`src/rtl/timer_bank.sv`:
```
// timer_bank: NCH-channel prescaled compare timer on the cs/wen bus; optional capture via TIMER_BANK_CAPTURE_EN
module timer_bank #(
    parameter int WIDTH = 32,
    parameter int NCH = 4
) (
    input  logic             clk,
    input  logic             reset,
    input  logic [WIDTH-1:0] addr,
    input  logic [WIDTH-1:0] din,
    input  logic             wen,
    input  logic             cs,
    output logic [WIDTH-1:0] dout,
    output logic             irq
`ifdef TIMER_BANK_CAPTURE_EN
    ,
    input  logic [NCH-1:0]   cap
`endif
);
    logic we, w1c, unused_addr;
    logic [2:0] csel, rsel;
    logic [NCH-1:0] mflag, cflag, ie_v;
    logic [WIDTH-1:0] rdata [NCH];
    logic [WIDTH-1:0] status;
    assign we = cs & wen;
    assign w1c = we & addr[6] & ~addr[0];
    assign csel = addr[5:3];
    assign rsel = addr[2:0];
    assign unused_addr = ^addr[WIDTH-1:7];
    for (genvar i = 0; i < NCH; i++) begin : g_ch
        logic en, oneshot, ie, mf, cf;
        logic [WIDTH-1:0] pre, cmp, cnt, capv, precnt;
        logic sel, wr_ctrl, wr_pre, wr_cmp, wr_cnt, tick, match;
        assign sel = we & ~addr[6] & (csel == 3'(i));
        assign wr_ctrl = sel & (rsel == 3'd0);
        assign wr_pre = sel & (rsel == 3'd1);
        assign wr_cmp = sel & (rsel == 3'd2);
        assign wr_cnt = sel & (rsel == 3'd3);
        assign tick = en & (precnt == pre);
        // a CNT write swallows the tick, so it cannot match either
        assign match = tick & ~wr_cnt & (cnt == cmp);
        always_ff @(posedge clk) begin
            if (reset) begin
                {en, oneshot, ie, mf} <= '0;
                {pre, cmp, cnt, precnt} <= '0;
            end else begin
                precnt <= (tick | wr_ctrl | wr_pre | ~en) ? '0 : precnt + WIDTH'(1);
                if (wr_ctrl) {ie, oneshot, en} <= din[2:0];
                else if (match & oneshot) en <= 1'b0;
                if (wr_pre) pre <= din;
                if (wr_cmp) cmp <= din;
                if (wr_cnt) cnt <= din;
                else if (tick) cnt <= match ? '0 : cnt + WIDTH'(1);
                mf <= match | (mf & ~(w1c & din[i]));
            end
        end
`ifdef TIMER_BANK_CAPTURE_EN
        logic [2:0] sync;
        logic rise;
        assign rise = sync[1] & ~sync[2];
        always_ff @(posedge clk) begin
            if (reset) begin
                sync <= '0;
                cf <= 1'b0;
                capv <= '0;
            end else begin
                sync <= {sync[1:0], cap[i]};
                if (rise) capv <= cnt;
                cf <= rise | (cf & ~(w1c & din[8+i]));
            end
        end
`else
        assign capv = '0;
        assign cf = 1'b0;
`endif
        assign mflag[i] = mf;
        assign cflag[i] = cf;
        assign ie_v[i] = ie;
        assign rdata[i] = rsel == 3'd0 ? WIDTH'({ie, oneshot, en}) :
                          rsel == 3'd1 ? pre :
                          rsel == 3'd2 ? cmp :
                          rsel == 3'd3 ? cnt :
                          rsel == 3'd4 ? capv : '0;
    end
    always_comb begin
        status = '0;
        status[NCH-1:0] = mflag;
        status[8+:NCH] = cflag;
    end
    always_comb begin
        dout = '0;
        if (addr[6]) dout = addr[0] ? WIDTH'({16'h7B01, 8'(NCH), 8'(WIDTH)}) : status;
        else for (int k = 0; k < NCH; k++) if (csel == 3'(k)) dout = rdata[k];
    end
    always_ff @(posedge clk) begin
        if (reset) irq <= 1'b0;
        else irq <= |((mflag | cflag) & ie_v);
    end
endmodule

```
`config.mk`:
```
export PLATFORM = sky130hd
export DESIGN_NAME = timer_bank
export DESIGN_NICKNAME = d
export VERILOG_FILES = /design/src/rtl/timer_bank.sv
export SDC_FILE = /design/constraint.sdc
export NUM_CORES = 2
export LEC_CHECK = 0
export ABC_AREA = 1
export BUFFER_PORTS_ARGS = -buffer_cell sky130_fd_sc_hd__buf_2
export CORE_ASPECT_RATIO = 0.6
export CORE_MARGIN = 4
export CORE_UTILIZATION = 25
export DETAILED_ROUTE_END_ITERATION = 7
export GPL_ROUTABILITY_DRIVEN = 0
export PLACE_DENSITY = 0.42
export SETUP_SLACK_MARGIN = 0.15
export SLEW_MARGIN = 5
export SYNTH_ARGS = -nofsm -noshare
export SYNTH_HDL_FRONTEND = slang
export SYNTH_SLANG_ARGS = --single-unit
export TNS_END_PERCENT = 50
```
`constraint.sdc`:
```
create_clock -name clk -period 5.1 [get_ports clk]
set_input_delay 1.02 -clock clk [delete_from_list [all_inputs] [get_ports clk]]
set_output_delay 1.02 -clock clk [all_outputs]
set_load 0.01 [all_outputs]
```
After elaboration in Yosys (flattened, before gate mapping). Index checks and enable logic that the tools add are counted.

Register bits after elaboration: 529.

$add $sub $neg: 8. Multiplexer cells: 42. Reductions and logical operators: 15. Bitwise operators: 79. Equality and inequality tests: 14.

Operator list (number): two-way mux 32 bit (33); adder 32 x 1 -> 32 bit, second input constant (8); == test 32 bit (8); AND 1 bit (48); two-way mux 31 bit (1); OR 1 bit (16); nonzero test 2 bit (8); inverter 1 bit (14); == test 3 x 2 -> 1 bit, second input constant (4); two-way mux 1 bit (8); OR reduction 2 bit (4); == test 3 x 1 -> 1 bit, second input constant (2); logical NOT 3 bit (2); AND 4 bit (1); OR reduction 4 bit (1).

Depth between registers and ports, before layout.
Word-level depth: 10. Depth in mapped cells: 14. Depth with buffers taken out: 14.

Worst setup path before layout. No wires, ideal clock.

Path type: input-to-output. Start point: input addr[1]. End point: output dout[22]. Arrival: 2.368 ns. Setup slack: 1.712 ns. Cell stages on the path: 9. Cells stage by stage: buf_2 -> nor2_4 -> nand2_1 -> buf_4 -> buf_6 -> clkbuf_1 -> o21ai_0 -> o21ai_0 -> a41oi_1.

Longest elaborated chain between the ends: 10. Elaborated cells on any way between the ends: 25. Classes of those cells: eq/ne: 3; mux: 21; reduce/logical: 1.

Ends and longest elaborated chain: start, declared (RTL line 8) `input logic [WIDTH-1:0] addr,`; == test 3 x 2 -> 1 bit (RTL line 81) `rsel == 3'd3 ? cnt :`; two-way mux 32 bit (RTL line 81); two-way mux 32 bit (RTL line 80) `rsel == 3'd2 ? cmp :`; two-way mux 32 bit (RTL line 79) `rsel == 3'd1 ? pre :`; two-way mux 32 bit (RTL line 78) `assign rdata[i] = rsel == 3'd0 ? WIDTH'({ie, oneshot, en}) :`; two-way mux 32 bit (3 in series) (RTL line 92) `else for (int k = 0; k < NCH; k++) if (csel == 3'(k)) dout = rdata[k];`; two-way mux 32 bit (*) (RTL line 92); two-way mux 32 bit (*) (RTL line 91) `if (addr[6]) dout = addr[0] ? WIDTH'({16'h7B01, 8'(NCH), 8'(WIDTH)}) : status;`; end, declared (RTL line 12) `output logic [WIDTH-1:0] dout,`.

Every way passes the cells marked *; elsewhere a longest branch is shown, timed or not.

Worst setup path after layout.
Start point: input addr[2]. End point: output dout[13].

Same word-level chain as after synthesis.

==> metrics.md <==
| Metric | Value |
|---|---|
| RSZ-0062 raised after global routing | no |
| Initial antenna violation count | 20 |
| DRT iter0 DRCs | 5,476 |
| Outcome | finished, final reports clean |
| Synth top area cells | dfxtp_1 32%, nand2_1 14%, nor2_1 9.7% |
| Reg2reg path depth | 13 |
| Worst-case headroom to the max-slew limit | 17.5% |
| Worst-Margin Slew | around 1.2 ns |
| Residual DRC | 0 |
| Worst reg2reg path endpoint | g_ch[1].cnt[26] |
| Multi-input logic area | between 15,000 and 20,000 um2 |
| TNS Setup | 0 ns |
| Hold Slack | 0.482 ns |
| WL per Instance | around 24 um |
| Num rows | 103 |
| Power per cell area | ~250 nW/um2 |
| Pwr Total | slightly below 0.01 W |
| First-pass GRT wire length | around 250,000 um |
| Synth Cell Area | between 30,000 and 40,000 um2 |
| Reg power frac | 43.1% |
| Initial Util | 25.4% |
| Worst VDD drop | approximately 0.00026 V |
| Num CTS Buffers | between 50 and 60 |
| Vias per cell | around 5 |
| Sw Share | roughly a quarter |
| Post CTS Setup Buffer Count | 0 |
| Largest net degree at the start of global routing | approximately 130 |
| Worst min-delay path category | reg2reg |
| Post-synth top area cell | dfxtp_1 |
| Post_cts resized | 0 |
| H-tree depth | 2 |
| Drt pass-1 iters | 6 |
| Longest Clk Path Bufs | 3 |
| Skew final | just over 0.03 ns |
| Vias in the first global route | approximately 32,000 |
| Clock Latency Late Sink | slightly below 0.7 ns |
| Place WS | 0.423 ns |
| Critical path type | in2out |
| # fillers | about 15,000 |
| Final worst setup slack | a little over 0.3 ns |
| Final setup viols | 0 |
| Ports | just over 100 |
| Max_cap viols | 0 |
| Grt ovf | 0 |
| Core ar. | between 100,000 and 150,000 um2 |
| CP Launch Point | addr[2] |
| CTS sink count | 529 |
| Required time of the critical path | around 4.1 ns |
| Reg area | 10,600 um2 |
| Count of different cell masters after synthesis | 54 |
| Synthesis-stage register bit count | 529 |
| DIE WIDTH | between 400 and 500 um |
| Routed WL | 174,000 um |
| Hold_sp | g_ch[2].precnt[11] |
| CP arrival | around 3.8 ns |
| Leakage | around 14 nW |
| FMAX | around 210 MHz |
| Final number of hold-violating endpoints | 0 |
| Post-DP HPWL | between 100,000 and 150,000 um |
| # nets final | between 5,000 and 6,000 |
| Mapped Cells | 5,395 |
| Clock transition at the registers of the reported paths | around 0.060 ns |
| Internal | between 0.007 and 0.008 W |
| Die height | 292 um |
| Pins Over Slew Limit | 0 |
| CTS tree | done |
| Yosys synthesis warning count | 0 |
| CP endpoint | dout[13] |
| Hold_buf cts | 0 |
| Layout cells sized above 1 | under 10% |
| Post-synthesis sequential area ratio | approximately a third |
| Root buffer cell | clkbuf_16 |
| Routed vias | between 30,000 and 40,000 |
| Routed Antenna Nets | 0 |
| Area grow syn2layout | 12.5% |
| Yosys top cell area share | between 30% and 40% |
| CP Launch Type | input pin |
| Max FO, Critical Path | 20 |
| Period utilisation layout | a little over nine tenths |
| Period minus WS final | 4.79 ns |
| Die area | around 140,000 um2 |
| Critical Path Sink Type | primary output |
| Clk pwr share | roughly half |
| Combinational group share of total power | ~6% |
| Reg-to-reg startpoint | g_ch[1].cnt[4] |
| Syn avg cell area | between 6 and 7 um2 |
| Gr usage total | a little under a quarter |
| Syn_nets | ~5,500 |
| Sw Pwr | roughly 0.0026 W |
| R2R setup slack | roughly 1.7 ns |
| Buffers on Ports | 75 |
[synthesized netlist by cell type, drive strengths merged]
library cell and count:
or2 22, clkbuf 136, clkinv 20, inv 571, o211a 1, a21o 1
ha 8, o21bai 1, nand2 1265, a22oi 10, nand3 226, o221ai 32
a22o 1, nor3 147, o211ai 18, nand3b 12, o31ai 3, dfxtp 529
nor2 924, a211oi 3, nor3b 27, a21oi 346, buf 130, a221oi 25
o22ai 37, xor2 186, nor2b 1, and3 1, o21ai 496, and2 1
a31oi 2, nor4 11, o2111ai 11, a41oi 6, nand4 102, xnor2 83
[routing by layer]
metal  GRT usage, %  wire length, um
met2           27.9            58100
met1           39.7            89000
met4           4.83             3980
met5              0               22
met3           7.91            23000
[registers in the layout, indices dropped and copies added (netlist names)]
| name | cells |
|---|---|
| g_ch.oneshot | 4 |
| g_ch.cnt | 128 |
| g_ch.mf | 4 |
| g_ch.precnt | 128 |
| g_ch.en | 4 |
| irq | 1 |
| g_ch.pre | 128 |
| g_ch.cmp | 128 |
| g_ch.ie | 4 |
[cell type report]
class | count | area share, %
multi-input combinational | 4009 | 51.9
timing repair buffer | 153 | 2.78
clock inverter | 30 | 1.16
antenna | 3 | 0.0199
tap | 1785 | 5.91
clock buffer | 76 | 4.34
inverter | 591 | 5.89
sequential | 529 | 28.0
[worst max-delay path, cell delays in order]
cell and delay, ns:
buf_2 0.19, inv_2 0.07, nand2_2 0.08, buf_4 0.30, nor2_2 0.12, buf_4 0.22, buf_4 0.19, a221oi_1 0.74
o21ai_1 0.23, nor3_1 0.27, nor2_1 0.12, buf_2 0.19
[cells by family after synthesis]
group | Yosys count | synth area share (%)
DFF | 529 | 31.5
AOI/OAI and AO/OA | 993 | 16.1
buffers and inverters | 857 | 10.3
adders and majority gates | 8 | 0.298
and+or+nand+nor | 2739 | 34.9
xor gates and xnor gates | 269 | 7.01
[power by group through the flow]
stage,combinational [W],clock (W),sequential [W]
5_1_grt,0.000571,0.00512,0.00414
3_5_place_dp,0.000537,0,0.00424
2_1_floorplan,0.000222,0,0.00423
6_report,0.000567,0.00490,0.00414
4_1_cts,0.000538,0.00495,0.00414
3_3_place_gp,0.000538,0,0.00424
[cells in the final DEF (no fill, tap or decap), types with 18 or more instances in the layout]
cell type,synthesis,routed
a21oi_1,346,346
a221oi_1,25,25
buf_2,111,74
buf_4,11,72
clkbuf_16,0,59
clkinv_1,20,20
dfxtp_1,529,529
inv_1,511,511
inv_2,60,59
nand2_1,1246,1245
nand2_2,18,18
nand3_1,214,214
nand4_1,98,98
nor2_1,870,865
nor2_2,44,47
nor3_1,136,136
o211ai_1,18,18
o21ai_0,408,408
o21ai_1,88,88
o221ai_1,32,32
o22ai_1,37,37
or2_2,21,21
xnor2_1,83,83
xor2_1,186,186
[through the flow]
stage	area, um2	util, %	cells
after CTS	37800	28.5	7173
after floorplan	33600	-	5395
after global placement	35700	27.0	7067
final	37800	28.5	7176
after detailed placement	35700	27.0	7067
after global routing	37800	28.5	7174
[worst min path at each step]
| stage | end | cells past startpoint |
|---|---|---|
| 3_3_place_gp | g_ch[0].precnt[31] | 2 |
| 4_1_cts | g_ch[2].precnt[11] | 2 |
| 2_1_floorplan | g_ch[2].precnt[0] | 1 |
| 6_report | g_ch[2].precnt[11] | 2 |
| 3_5_place_dp | g_ch[2].precnt[11] | 2 |
| 5_1_grt | g_ch[2].precnt[11] | 2 |
(Power assumes the default switching activity.)
